--- config.mk ---
export PLATFORM = sky130hd
export DESIGN_NAME = sata_prd_fetch
export DESIGN_NICKNAME = d
export VERILOG_FILES = /design/src/rtl/sata_prd_pkg.sv /design/src/rtl/sata_prd_fetch.sv
export SDC_FILE = /design/constraint.sdc
export NUM_CORES = 1
export LEC_CHECK = 0
export CORE_MARGIN = 4
export CORE_UTILIZATION = 25
export DETAILED_ROUTE_END_ITERATION = 16
export GPL_TIMING_DRIVEN = 0
export SLEW_MARGIN = 0
export SYNTH_ARGS = -nofsm -noshare
export SYNTH_HDL_FRONTEND = slang
export SYNTH_SLANG_ARGS = --single-unit
--- constraint.sdc ---
create_clock -name sys_clk -period 9.35 [get_ports sys_clk]
set_input_delay 0.935 -clock sys_clk [delete_from_list [all_inputs] [get_ports sys_clk]]
set_output_delay 0.935 -clock sys_clk [all_outputs]
set_load 0.01 [all_outputs]
--- src/rtl/sata_prd_pkg.sv ---
// rtl/sata_prd_pkg.sv - shared state encoding and PRD layout constants for the PRD walker
package sata_prd_pkg;

  typedef enum logic [2:0] {
    S_IDLE,
    S_FETCH_REQ,
    S_FETCH_DATA,
    S_CHECK,
    S_ISSUE,
    S_NEXT,
    S_FINISH,
    S_FAIL
  } prd_state_t;

  localparam logic [1:0] PRD_DW_DBA  = 2'd0;
  localparam logic [1:0] PRD_DW_DBAU = 2'd1;
  localparam logic [1:0] PRD_DW_RSVD = 2'd2;
  localparam logic [1:0] PRD_DW_DW3  = 2'd3;

  localparam int DW3_DBC_MSB = 21;
  localparam int DW3_I_BIT   = 31;

  localparam int PRD_MAX_CHUNK_DEF = 32768;

endpackage

--- src/rtl/sata_prd_fetch.sv ---
// rtl/sata_prd_fetch.sv - walks a PRD table, validates each entry and issues chunked DMA segments
module sata_prd_fetch
  import sata_prd_pkg::*;
#(
  parameter int C_MAX_CHUNK = PRD_MAX_CHUNK_DEF,
  parameter int C_PORT      = 0
) (
  input  logic        sys_clk,
  input  logic        sys_rst,
  input  logic        cmd_start,
  input  logic [31:0] cmd_prdt_base,
  input  logic [15:0] cmd_prdt_len,
  input  logic        cmd_wrt,
  input  logic        cmd_abort,
  output logic        cmd_busy,
  output logic        cmd_done,
  output logic        cmd_err,
  output logic [31:0] cmd_xfer_cnt,
  output logic        prd_irq,
  output logic        md_req,
  output logic [31:0] md_addr,
  input  logic        md_ack,
  input  logic        md_rvalid,
  input  logic [31:0] md_rdata,
  output logic        dma_req,
  output logic [31:0] dma_address,
  output logic [15:0] dma_length,
  output logic        dma_wrt,
  output logic        dma_sof,
  output logic        dma_eof,
  input  logic        dma_ack
);

  if (C_MAX_CHUNK < 4 || C_MAX_CHUNK > 32768 ||
      (C_MAX_CHUNK & (C_MAX_CHUNK - 1)) != 0 || C_PORT < 0) begin : g_param_check
    $error("sata_prd_fetch: illegal parameter value");
  end

  localparam logic [22:0] LP_CHUNK = 23'(C_MAX_CHUNK);

  prd_state_t  r_state, w_next;
  logic [31:0] r_base;
  logic [15:0] r_len, r_idx;
  logic        r_wrt, r_first;
  logic [1:0]  r_word;
  logic [31:0] r_dba;
  logic        r_dbau_nz;
  logic [21:0] r_dbc;
  logic        r_irq_bit;
  logic [31:0] r_addr;
  logic [22:0] r_rem;

  logic        r_busy, r_done, r_err, r_irq;
  logic [31:0] r_xfer_cnt;
  logic        r_md_req;
  logic [31:0] r_md_addr;
  logic        r_dma_req, r_dma_wrt, r_dma_sof, r_dma_eof;
  logic [31:0] r_dma_address;
  logic [15:0] r_dma_length;

  logic [22:0] w_chunk, w_rem_after;
  logic [15:0] w_idx_inc;
  logic [31:0] w_md_addr;
  logic        w_last_entry, w_prd_err;
  logic        w_accept, w_md_launch, w_md_accept, w_word_cap, w_seg_load;
  logic        w_dma_launch, w_dma_done, w_idx_step, w_irq, w_done, w_err;

  assign w_chunk      = (r_rem > LP_CHUNK) ? LP_CHUNK : r_rem;
  assign w_rem_after  = r_rem - w_chunk;
  assign w_idx_inc    = r_idx + 16'd1;
  assign w_last_entry = (r_idx == r_len - 16'd1);
  assign w_prd_err    = r_dbau_nz | r_dba[0] | ~r_dbc[0];
  // First entry address comes straight from the command; later ones from the latched base
  assign w_md_addr    = (r_state == S_IDLE) ? cmd_prdt_base
                                            : r_base + {12'd0, w_idx_inc, 4'd0};

  always_ff @(posedge sys_clk) begin
    if (sys_rst) r_state <= S_IDLE;
    else         r_state <= w_next;
  end

  always_comb begin
    w_next = r_state;
    case (r_state)
      S_IDLE:       if (cmd_start && !cmd_abort)
                      w_next = (cmd_prdt_len == 16'd0) ? S_FINISH : S_FETCH_REQ;
      S_FETCH_REQ:  if (md_ack) w_next = S_FETCH_DATA;
                    else if (cmd_abort) w_next = S_FAIL;
      S_FETCH_DATA: if (md_rvalid && r_word == PRD_DW_DW3) w_next = S_CHECK;
      S_CHECK:      w_next = (cmd_abort || w_prd_err) ? S_FAIL : S_ISSUE;
      S_ISSUE: begin
        if (r_dma_req) begin
          if (dma_ack) w_next = (w_rem_after == 23'd0) ? S_NEXT : S_ISSUE;
        end else if (cmd_abort) begin
          w_next = S_FAIL;
        end
      end
      S_NEXT:       if (cmd_abort) w_next = S_FAIL;
                    else w_next = (w_idx_inc == r_len) ? S_FINISH : S_FETCH_REQ;
      S_FINISH:     w_next = S_IDLE;
      S_FAIL:       w_next = S_IDLE;
      default:      w_next = S_IDLE;
    endcase
  end

  always_comb begin
    w_accept     = (r_state == S_IDLE) && (w_next != S_IDLE);
    w_md_launch  = (w_next == S_FETCH_REQ) && (r_state != S_FETCH_REQ);
    w_md_accept  = (r_state == S_FETCH_REQ) && md_ack;
    w_word_cap   = (r_state == S_FETCH_DATA) && md_rvalid;
    w_seg_load   = (r_state == S_CHECK) && (w_next == S_ISSUE);
    w_dma_launch = (r_state == S_ISSUE) && !r_dma_req && (w_next == S_ISSUE);
    w_dma_done   = (r_state == S_ISSUE) && r_dma_req && dma_ack;
    w_idx_step   = (r_state == S_NEXT);
    w_irq        = (r_state == S_NEXT) && r_irq_bit;
    w_done       = (r_state == S_FINISH);
    w_err        = (r_state == S_FAIL);
  end

  always_ff @(posedge sys_clk) begin
    if (sys_rst) begin
      r_base <= '0; r_len <= '0; r_idx <= '0; r_wrt <= 1'b0; r_first <= 1'b0;
      r_word <= '0; r_dba <= '0; r_dbau_nz <= 1'b0; r_dbc <= '0; r_irq_bit <= 1'b0;
      r_addr <= '0; r_rem <= '0;
      r_busy <= 1'b0; r_done <= 1'b0; r_err <= 1'b0; r_irq <= 1'b0; r_xfer_cnt <= '0;
      r_md_req <= 1'b0; r_md_addr <= '0;
      r_dma_req <= 1'b0; r_dma_address <= '0; r_dma_length <= '0;
      r_dma_wrt <= 1'b0; r_dma_sof <= 1'b0; r_dma_eof <= 1'b0;
    end else begin
      r_done <= w_done;
      r_err  <= w_err;
      r_irq  <= w_irq;
      if (w_accept) begin
        r_base     <= cmd_prdt_base;
        r_len      <= cmd_prdt_len;
        r_wrt      <= cmd_wrt;
        r_idx      <= '0;
        r_xfer_cnt <= '0;
        r_first    <= 1'b1;
        r_busy     <= 1'b1;
      end
      if (w_done || w_err) r_busy <= 1'b0;
      if (w_md_launch) begin
        r_md_req  <= 1'b1;
        r_md_addr <= w_md_addr;
      end
      if (w_md_accept) begin
        r_md_req <= 1'b0;
        r_word   <= '0;
      end
      if (w_word_cap) begin
        r_word <= r_word + 2'd1;
        case (r_word)
          PRD_DW_DBA:  r_dba <= md_rdata;
          PRD_DW_DBAU: r_dbau_nz <= |md_rdata;
          PRD_DW_RSVD: ;
          PRD_DW_DW3: begin
            r_dbc     <= md_rdata[DW3_DBC_MSB:0];
            r_irq_bit <= md_rdata[DW3_I_BIT];
          end
          default: ;
        endcase
      end
      if (w_seg_load) begin
        r_addr <= r_dba;
        r_rem  <= {1'b0, r_dbc} + 23'd1;
      end
      if (w_dma_launch) begin
        r_dma_req     <= 1'b1;
        r_dma_address <= r_addr;
        r_dma_length  <= w_chunk[15:0];
        r_dma_wrt     <= r_wrt;
        r_dma_sof     <= r_first;
        r_dma_eof     <= (w_rem_after == 23'd0) && w_last_entry;
      end
      if (w_dma_done) begin
        r_dma_req     <= 1'b0;
        r_dma_address <= '0;
        r_dma_length  <= '0;
        r_dma_wrt     <= 1'b0;
        r_dma_sof     <= 1'b0;
        r_dma_eof     <= 1'b0;
        r_addr        <= r_addr + {9'd0, w_chunk};
        r_rem         <= w_rem_after;
        r_xfer_cnt    <= r_xfer_cnt + {9'd0, w_chunk};
        r_first       <= 1'b0;
      end
      if (w_idx_step) r_idx <= w_idx_inc;
    end
  end

  assign cmd_busy     = r_busy;
  assign cmd_done     = r_done;
  assign cmd_err      = r_err;
  assign cmd_xfer_cnt = r_xfer_cnt;
  assign prd_irq      = r_irq;
  assign md_req       = r_md_req;
  assign md_addr      = r_md_addr;
  assign dma_req      = r_dma_req;
  assign dma_address  = r_dma_address;
  assign dma_length   = r_dma_length;
  assign dma_wrt      = r_dma_wrt;
  assign dma_sof      = r_dma_sof;
  assign dma_eof      = r_dma_eof;

endmodule
---- After elaboration in Yosys (flattened, before gate mapping) ----
Index checks and enable logic that the tools add are counted.
word-level totals
  output and inout port bits .............. 121
  logic and storage cells ................. 110
  input bits .............................. 88
  bits in registers ....................... 303
cells by class
  add/subtract/negate cells ............... 8
  muxes and demuxes ....................... 24
  eq/ne operators ......................... 14
  reductions and logical operators ........ 34
  bitwise logic cells ..................... 3
  magnitude comparators ................... 1
operators with widths
  kind                   number
  $mux 32                5
  $mux 23                3
  $add 32x23->32         2
  $add 32x20->32         1
  $eq 16x16->1           2
  $mux 16                2
  $reduce_or 32->1       1
  $mux 3                 9
  $add 22x1->23 const B  1
  $gt 23x16->1 const B   1
  $logic_not 23->1       1
  $sub 23x23->23         1
  $pmux 3 s7             1
  $add 16x1->16 const B  1
  $logic_not 16->1       1
  $sub 16x1->16 const B  1
  $eq 3x3->1 const B     5
  $logic_and 1x1->1      13
  $reduce_bool 2->1      4
  $reduce_or 2->1        4
  $eq 3x1->1 const B     2
  $eq 3x2->1 const B     2
  $mux 2                 3
  $reduce_and 2->1       3
  12 further kinds       15

---- Longest topological paths before layout ----
Gate-level depths: netlist of run 1.
  depth in word-level cells ............... 12
  mapped depth ............................ 20
  gate-level depth less buffers ........... 16

---- Worst setup path after synthesis of run 1 ----
OpenSTA, ideal clock, no wires.
  path type ............................... reg2reg
  start ................................... reg r_rem[19]
  end ..................................... reg r_addr[27]
  cell stages (with the launch flop) ...... 19
  data arrival time ....................... 4.069 ns
  buffers on the path ..................... 3
  data required time ...................... 9.275 ns
  clock period less this slack ............ 4.144 ns
  slack ................................... 5.206 ns
  setup time .............................. 0.075 ns
  cell sequence ........................... dfxtp_1 -> buf_2 -> nor4_4 -> nand2_1 -> o41ai_4 -> clkbuf_1 -> nand2_1 -> inv_1 -> ha_1 -> a211oi_2 -> o211a_1 -> o31ai_2 -> a221o_1 -> a311oi_1 -> a211oi_2 -> and3_1 -> buf_2 -> a31o_1 -> a31oi_1
between the ends
  word-level cells in the longest chain between the ends .. 11
  elaborated cells on any way between the ends .. 13
  those cells by class .................... 2 x add/sub; 1 x order compare; 1 x eq/ne; 6 x mux; 3 x reduce/logical
RTL lines
  element                      RTL line               source
  start, declared              sata_prd_fetch.sv:51   logic [22:0] r_rem;
  start signal, assigned       sata_prd_fetch.sv:166  r_rem <= {1'b0, r_dbc} + 23'd1;
  start signal, assigned       sata_prd_fetch.sv:184  r_rem <= w_rem_after;
  $gt 23x16->1 (*)             sata_prd_fetch.sv:68   assign w_chunk = (r_rem > LP_CHUNK) ? LP_CHUNK : r_rem;
  $mux 23 (*)                  sata_prd_fetch.sv:68
  net w_chunk[1]               sata_prd_fetch.sv:61   logic [22:0] w_chunk, w_rem_after;
  $sub 23x23->23               sata_prd_fetch.sv:69   assign w_rem_after = r_rem - w_chunk;
  $logic_not 23->1             sata_prd_fetch.sv:93   if (dma_ack) w_next = (w_rem_after == 23'd0) ? S_NEXT : S_ISSUE;
  $mux 1                       sata_prd_fetch.sv:93
  $mux 3                       sata_prd_fetch.sv:93
  $mux 3                       sata_prd_fetch.sv:92   if (r_dma_req) begin
  $pmux 3 s7                   sata_prd_fetch.sv:84   case (r_state)
  $eq 3x3->1                   sata_prd_fetch.sv:111  w_seg_load = (r_state == S_CHECK) && (w_next == S_ISSUE);
  $logic_and 1x1->1            sata_prd_fetch.sv:111
  $reduce_bool 2->1 (no line)  --
  end signal, assigned         sata_prd_fetch.sv:165  r_addr <= r_dba;
  end signal, assigned         sata_prd_fetch.sv:183  r_addr <= r_addr + {9'd0, w_chunk};
  end, declared                sata_prd_fetch.sv:50   logic [31:0] r_addr;
Mark *: on every way through the listed nets, which the timed path passes. The rest lies on a longest branch.
A chain may end at the register's enable or synchronous reset.

---- Worst setup path after layout of run 1 ----
  start ................................... reg r_rem[1]
  end ..................................... reg r_xfer_cnt[30], in the netlist cmd_xfer_cnt[30]
between the ends
  word-level cells in the longest chain between the ends .. 11
  elaborated cells on any way between the ends .. 13
  those cells by class .................... 2 x add/sub; 1 x order compare; 6 x mux; 4 x reduce/logical
RTL lines
  element                      RTL line               source
  $gt 23x16->1 (*)             sata_prd_fetch.sv:68
  $mux 23 (*)                  sata_prd_fetch.sv:68
  net w_chunk[2]               sata_prd_fetch.sv:61
  $sub 23x23->23               sata_prd_fetch.sv:69
  $logic_not 23->1             sata_prd_fetch.sv:93
  $mux 1                       sata_prd_fetch.sv:93
  $mux 3                       sata_prd_fetch.sv:93
  $mux 3                       sata_prd_fetch.sv:92
  $pmux 3 s7                   sata_prd_fetch.sv:84
  $reduce_bool 3->1            sata_prd_fetch.sv:107  w_accept = (r_state == S_IDLE) && (w_next != S_IDLE);
  $logic_and 1x1->1            sata_prd_fetch.sv:107
  $reduce_bool 2->1 (no line)  --
  end signal, assigned         sata_prd_fetch.sv:185  r_xfer_cnt <= r_xfer_cnt + {9'd0, w_chunk};
  end, declared                sata_prd_fetch.sv:54   logic [31:0] r_xfer_cnt;
Marked as above.

==> qor.yml, run 1 <==
layout:
  num-nets-final: 2620
  layout-area-overhead-vs-synth_pct: 26.5
  most-common-layout-cells: "435 x sky130_fd_sc_hd__nand2_1, 303 x sky130_fd_sc_hd__dfxtp_1, 290 x sky130_fd_sc_hd__a21oi_1, 208 x sky130_fd_sc_hd__clkdlybuf4s50_1, 182 x sky130_fd_sc_hd__nor2_1"
  most_common_library_cell_in_the_layout_ignoring_fill_and_taps: "sky130_fd_sc_hd__nand2_1"
  layout_cell_share_with_drive_strength_beyond_1_pct: 6.44
  layout.cells.non_filler: 3360
  fill_cells: 7241
setup_path:
  kind_of_start_point_of_the_critical_path: "flip-flop"
  timing.critical_path.buf_inv: 1
  arrival_ns: 5.74
  worst_r2r_startpoint: "r_rem[1]"
  worst-path-max-fanout: 10
  timing_worst_setup_path_type: "flip-flop to flip-flop"
  ordered_list_of_cells_on_the_worst_path: "nor4_4, nand4b_2, o41ai_4, clkbuf_1, and2_1, ha_1, a211oi_1, o21bai_1, a31oi_1, o221ai_1, a221oi_2, a21boi_0, nand4_1, mux2_2, nor2_1"
  worst_endpoint_required_time_ns: 9.84
  slowest_delay_ns: 0.54
  critical_path.slowest_cell: "sky130_fd_sc_hd__nor4_4"
  cp-startpoint: "r_rem[1]"
  timing.critical_path.max_delay_family: "compound AO/OA/AOI/OAI gates"
  cp-end-kind: "flip-flop"
floorplanning:
  top_level_ports: 209
  dieArea_sq_um: 72600
  core_area_sq_um: 67500
  die_y_um: 269
  placementRows: 95
  start_util_pct: 25.3
  die_w_um: 269
yosys:
  ys_async_sr_fraction_pct: 0
  post_synth_num_cell_types: 103
  postSynthRegisterBits: 303
  synthesis.area_per_instance_sq_um: 7.77
  seq_area_frac_synth_pct: 35.5
  netlist_instances: 2199
  synth_edf_count: 0
  yosysWarnings: 0
  ys_dominant_reg_cell: "sky130_fd_sc_hd__dfxtp_1"
  synth_area_sq_um: 17100
clock_network:
  post_cts.resized_instances: 0
  clkSlewWorstSetupHoldPaths_ns: 0.06
  numClockSinks: 303
  worst_skew_pair.late_latency_ns: 0.56
  postCtsSetupBuffers: 0
  htree_levels: 2
  cts_root_buffer: "sky130_fd_sc_hd__clkbuf_16"
  cts_hold_buffers_added: 0
  cts_inserted_buffers: 38
  cts_tree: "built"
  clock_path_buffers: 3
place:
  place.detailed.hpwl_um: 49400
  port_buffers: 208
  gp_congestion: 0.898
  dp_cells: 3293
sta:
  final_hold_viol_count: 0
  timing.clock.skew_ns: 0.0288
  setup_failing_eps_final: 0
  finalSetupTns_ns: 0
  portion_of_the_clock_cycle_consumed_by_the_worst_path_in_the_final_layout_pct: 56.1
  fmax_ghz: 0.191
  grt_setup_unrepaired: "no"
  finalCriticalPeriod_ns: 5.25
  timing_worst_slew_pin_value_ns: 1.40
  report.final.slew_viol_count: 0
  worst_max_slew_margin_expressed_relative_to_the_limit_pct: 6.39
pwr:
  power.static_leakage_nw: 7.80
  power_density_nw_per_um2: 158
  ir_worst_vdd_uv: 99.8
drt:
  firstDrtPassIters: 5
  routed_length_per_placed_instance_um: 19.2
  remaining_drc_errors: 0
  finalWirelength_um: 64500
  routed-via-count: 16878
  final_antenna_net_count: 0
  drt-vias-per-instance: 5.02
  detail_route.iter0.violations: 1536
min_path:
  min-delay-path-class: "flip-flop to flip-flop"
  min_from: "md_addr[26]"
grt:
  globalRouteTotalUtil_pct: 17.0
  grt_overflow: 0
  antenna_found_initial: 5
  grt_pass1_wl_um: 96800
  pin_count_of_the_biggest_net_entering_global_routing: 13
  grt_pass1_vias: 15971
run:
  max_cap_viol_count: 0
status:
  result_of_the_run: "complete, no violations"
==> area by class of cell <==
class	count	area (sq um)	area share, %
clock buffers	53	1140	5.26
diodes	3	7.51	0.0347
repair buffers	208	2080	9.63
clock inverters	11	168	0.775
flip-flops and latches	303	6070	28.0
well taps	873	1090	5.05
plain buffers	139	608	2.81
multi-input cells	1725	10300	47.6
inverters	45	169	0.781
==> tightest hold or removal path, delay by kind of cell, from the launching register on <==
family | cells | cell delay (ns)
compound gates | 1 | 0.05
flops | 1 | 0.31
simple gates | 1 | 0.05
==> worst paths after layout <==
kind / endpoint / slack, ns / depth (start not counted)
worst min register to register: md_addr[26] / 0.45 / 2
worst max register to register: cmd_xfer_cnt[30] / 4.10 / 15
worst min-delay path: md_addr[26] / 0.45 / 2
worst max-delay path: cmd_xfer_cnt[30] / 4.10 / 15
==> registers in the layout, summed over array words and instances (netlist names), 22 cells and up <==
name / cells
cmd_xfer_cnt: 32
dma_address: 32
md_addr: 32
r_addr: 32
r_base: 32
r_dba: 32
r_dbc: 22
r_rem: 23
==> cell families after synthesis <==
kind of cell / Yosys count / synth area share [%]
mux: 11 / 0.659
xor+xnor: 127 / 6.51
fa+ha+maj: 72 / 5.40
compound gates: 610 / 23.2
simple gates: 890 / 24.1
other cells: 2 / 0.0439
flops: 303 / 35.5
buf+inv: 184 / 4.55
==> power by group <==
part | switching (W) | total, W | internal, W
Sequential | 0.0000328 | 0.00137 | 0.00133
Clock | 0.000597 | 0.00155 | 0.000956
Combinational | 0.000316 | 0.000503 | 0.000187
==> per-stage QoR <==
step                utilization (%)  instance area [sq um]  hold slack (ns)  power (W)  worst slack [ns]
CTS                            32.0                  21600            0.454    0.00346              4.19
global route                   32.0                  21600            0.471    0.00355              3.78
finish                         32.0                  21600            0.451    0.00342              4.10
global placement               30.1                  20300            0.438    0.00189              4.23
floorplan                         -                  17100            0.432    0.00168              5.21
detailed placement             30.1                  20300            0.447    0.00189              4.21
==> synthesized netlist by cell type (all sizes together) (7+ instances only) <==
| cell type | count | area share (%) |
|---|---|---|
| nand2 | 438 | 9.7 |
| dfxtp | 303 | 35 |
| a21oi | 291 | 8.6 |
| nor2 | 183 | 4.1 |
| clkbuf | 99 | 2.2 |
| o21ai | 78 | 2.3 |
| ha | 69 | 5.1 |
| xnor2 | 66 | 3.4 |
| xor2 | 61 | 3.1 |
| nor3 | 49 | 1.5 |
| inv | 44 | 0.97 |
| nand3 | 44 | 1.3 |
| buf | 40 | 1.4 |
| a211oi | 35 | 1.9 |
| nor4 | 35 | 1.7 |
| a22oi | 32 | 1.4 |
| nand4 | 27 | 1.1 |
| and2 | 22 | 0.81 |
| a21o | 20 | 0.88 |
| and3 | 19 | 0.70 |
| o211ai | 17 | 0.75 |
| or3 | 17 | 0.62 |
| a31oi | 15 | 0.55 |
| o21a | 12 | 0.57 |
| a2111oi | 11 | 0.89 |
| a311oi | 11 | 0.71 |
| mux2i | 9 | 0.53 |
| nand2b | 9 | 0.34 |
| nor3b | 9 | 0.40 |
| o22ai | 9 | 0.33 |
| o31ai | 9 | 0.42 |
| a31o | 8 | 0.41 |
| and4 | 8 | 0.42 |
| nor2b | 8 | 0.29 |
| o21bai | 7 | 0.31 |
| or4 | 7 | 0.31 |
==> layer usage <==
metal / vias to the layer above / wire length (um) / GRT usage, %
met5: - / 28 / 0
met4: 4 / 2190 / 5.92
met3: 104 / 5120 / 4.56
met2: 552 / 29800 / 28.2
met1: 7895 / 27400 / 21.3
li1: 8323 / - / -
Note: power is estimated with default switching activity, not from simulation.
==> run 2: changes to the inputs <==
Clock period 9.35 ns to 4.5 ns, I/O delays scaled along.
==> qor.yml, run 2 (synthesis gave the netlist of run 1 again) <==
sta:
  fmax_ghz: 0.228
  timing.clock.skew_ns: 0.0262
  report.final.slew_viol_count: 0
  worst_max_slew_margin_expressed_relative_to_the_limit_pct: 12.7
  final_hold_viol_count: 0
  setup_failing_eps_final: 0
  hold_ws_ns: 0.441
  timing_worst_slew_pin_value_ns: 1.31
  portion_of_the_clock_cycle_consumed_by_the_worst_path_in_the_final_layout_pct: 97.4
  finalCriticalPeriod_ns: 4.38
  grt_setup_unrepaired: "no"
clock_network:
  cts_hold_buffers_added: 0
  clkSlewWorstSetupHoldPaths_ns: 0.06
  numClockSinks: 303
  htree_levels: 2
  cts_root_buffer: "sky130_fd_sc_hd__clkbuf_16"
  cts_tree: "built"
  cts_inserted_buffers: 38
  clock_path_buffers: 3
  worst_skew_pair.late_latency_ns: 0.56
pwr:
  power_density_nw_per_um2: 324
  power.static_leakage_nw: 7.91
  ir_worst_vdd_uv: 204
layout:
  multi_input_area_sq_um: 10500
  layout_cell_share_with_drive_strength_beyond_1_pct: 8.25
  num-nets-final: 2632
  layout-area-overhead-vs-synth_pct: 28.3
  final_util_pct: 32.5
  most_common_library_cell_in_the_layout_ignoring_fill_and_taps: "sky130_fd_sc_hd__nand2_1"
  final_area_sq_um: 21900
  area.sequential_sq_um: 6080
  fill_cells: 7213
  most-common-layout-cells: "432 x sky130_fd_sc_hd__nand2_1, 298 x sky130_fd_sc_hd__dfxtp_1, 288 x sky130_fd_sc_hd__a21oi_1, 208 x sky130_fd_sc_hd__clkdlybuf4s50_1, 182 x sky130_fd_sc_hd__nor2_1"
setup_path:
  kind_of_start_point_of_the_critical_path: "flip-flop"
  timing_worst_setup_path_type: "flip-flop to flip-flop"
  cp-startpoint: "r_rem[4]"
  worst_endpoint_required_time_ns: 4.96
  cp-end-kind: "flip-flop"
  worst_r2r_startpoint: "r_rem[4]"
  worst-path-max-fanout: 7
  arrival_ns: 4.85
min_path:
  min-delay-path-class: "input pin to flip-flop"
  min_from: "cmd_wrt"
drt:
  finalWirelength_um: 64800
  drt-vias-per-instance: 5.04
  remaining_drc_errors: 0
  firstDrtPassIters: 5
  routed_length_per_placed_instance_um: 19.2
  detail_route.iter0.violations: 1358
  routed-via-count: 16987
  final_antenna_net_count: 0
place:
  port_buffers: 208
  gp_congestion: 0.898
  place.detailed.hpwl_um: 49400
  placement_cell_area_sq_um: 20300
grt:
  grt_pass1_vias: 16055
  pin_count_of_the_biggest_net_entering_global_routing: 13
  grt_pass1_wl_um: 97200
  globalRouteTotalUtil_pct: 17.0
  antenna_found_initial: 5
  grt_overflow: 0
floorplanning:
  die_y_um: 269
  placementRows: 95
  dieArea_sq_um: 72600
  core_area_sq_um: 67500
  top_level_ports: 209
  start_util_pct: 25.3
  die_w_um: 269
run:
  max_cap_viol_count: 0
status:
  result_of_the_run: "complete, no violations"
## run 2: layout make-up
class,count,area share [%]
sequential,303,27.7
clock buffer,53,5.19
inverter,45,0.781
antenna,4,0.0456
multi-input combinational,1725,47.8
tap,873,4.98
clock inverter,11,0.764
timing repair buffer,222,9.96
buffer,137,2.77
## run 2: through the flow
| stage | total power [W] | TNS, ns | cells | worst slack (ns) |
|---|---|---|---|---|
| 2_1_floorplan | 0.00349 | 0 | 2212 | 0.356 |
| 3_3_place_gp | 0.00393 | -7.56 | 3293 | -0.625 |
| 3_5_place_dp | 0.00393 | -8.47 | 3293 | -0.639 |
| 4_1_cts | 0.00719 | 0 | 3364 | 0.00785 |
| 5_1_grt | 0.00739 | 0 | 3369 | 0.00222 |
| 6_report | 0.00711 | 0 | 3373 | 0.116 |
## run 2: final timing paths
path / endpoint / slack, ns / depth (start not counted)
min reg2reg: md_addr[26] / 0.45 / 2
max: r_addr[26] / 0.12 / 14
max reg2reg: r_addr[26] / 0.12 / 14
min: r_wrt / 0.44 / 3
## run 2: critical path, cell delays in order (launching register included)
cell,delay [ns]
sky130_fd_sc_hd__dfxtp_1,0.36
sky130_fd_sc_hd__nor4_4,0.43
sky130_fd_sc_hd__nand4b_4,0.19
sky130_fd_sc_hd__o41ai_4,0.41
sky130_fd_sc_hd__buf_4,0.21
sky130_fd_sc_hd__and2_1,0.38
sky130_fd_sc_hd__ha_1,0.31
sky130_fd_sc_hd__clkbuf_1,0.19
sky130_fd_sc_hd__a21oi_1,0.24
sky130_fd_sc_hd__nor3_1,0.07
sky130_fd_sc_hd__a2111oi_0,0.72
sky130_fd_sc_hd__o221ai_2,0.21
sky130_fd_sc_hd__nand3_1,0.11
sky130_fd_sc_hd__mux2_2,0.33
sky130_fd_sc_hd__a21oi_1,0.13
## run 2: layer usage
| metal | wire length (um) | share of wire, % | vias to the layer above | global-route usage (%) |
|---|---|---|---|---|
| li1 | - | - | 8344 | - |
| met1 | 27300 | 42 | 7990 | 21.3 |
| met2 | 30200 | 47 | 545 | 28.5 |
| met3 | 5210 | 8.0 | 104 | 4.65 |
| met4 | 2110 | 3.2 | 4 | 5.63 |
| met5 | 28 | 0.043 | - | 0 |
## run 2: timing repair
| item | CTS | global route |
|---|---|---|
| pin swaps | 11 | 10 |
| endpoints found under the setup margin | 31 | 26 |
| cloned | 1 | 0 |
| resized for setup | 20 | 33 |
| setup buffers | 7 | 6 |
## run 2: report_power, final
part | switching [W] | leakage [nW] | internal [W]
sequential | 0.0000684 | 2.45 | 0.00277
combinational | 0.000656 | 4.82 | 0.000394
clock | 0.00124 | 0.640 | 0.00199
total | 0.00196 | 7.91 | 0.00515
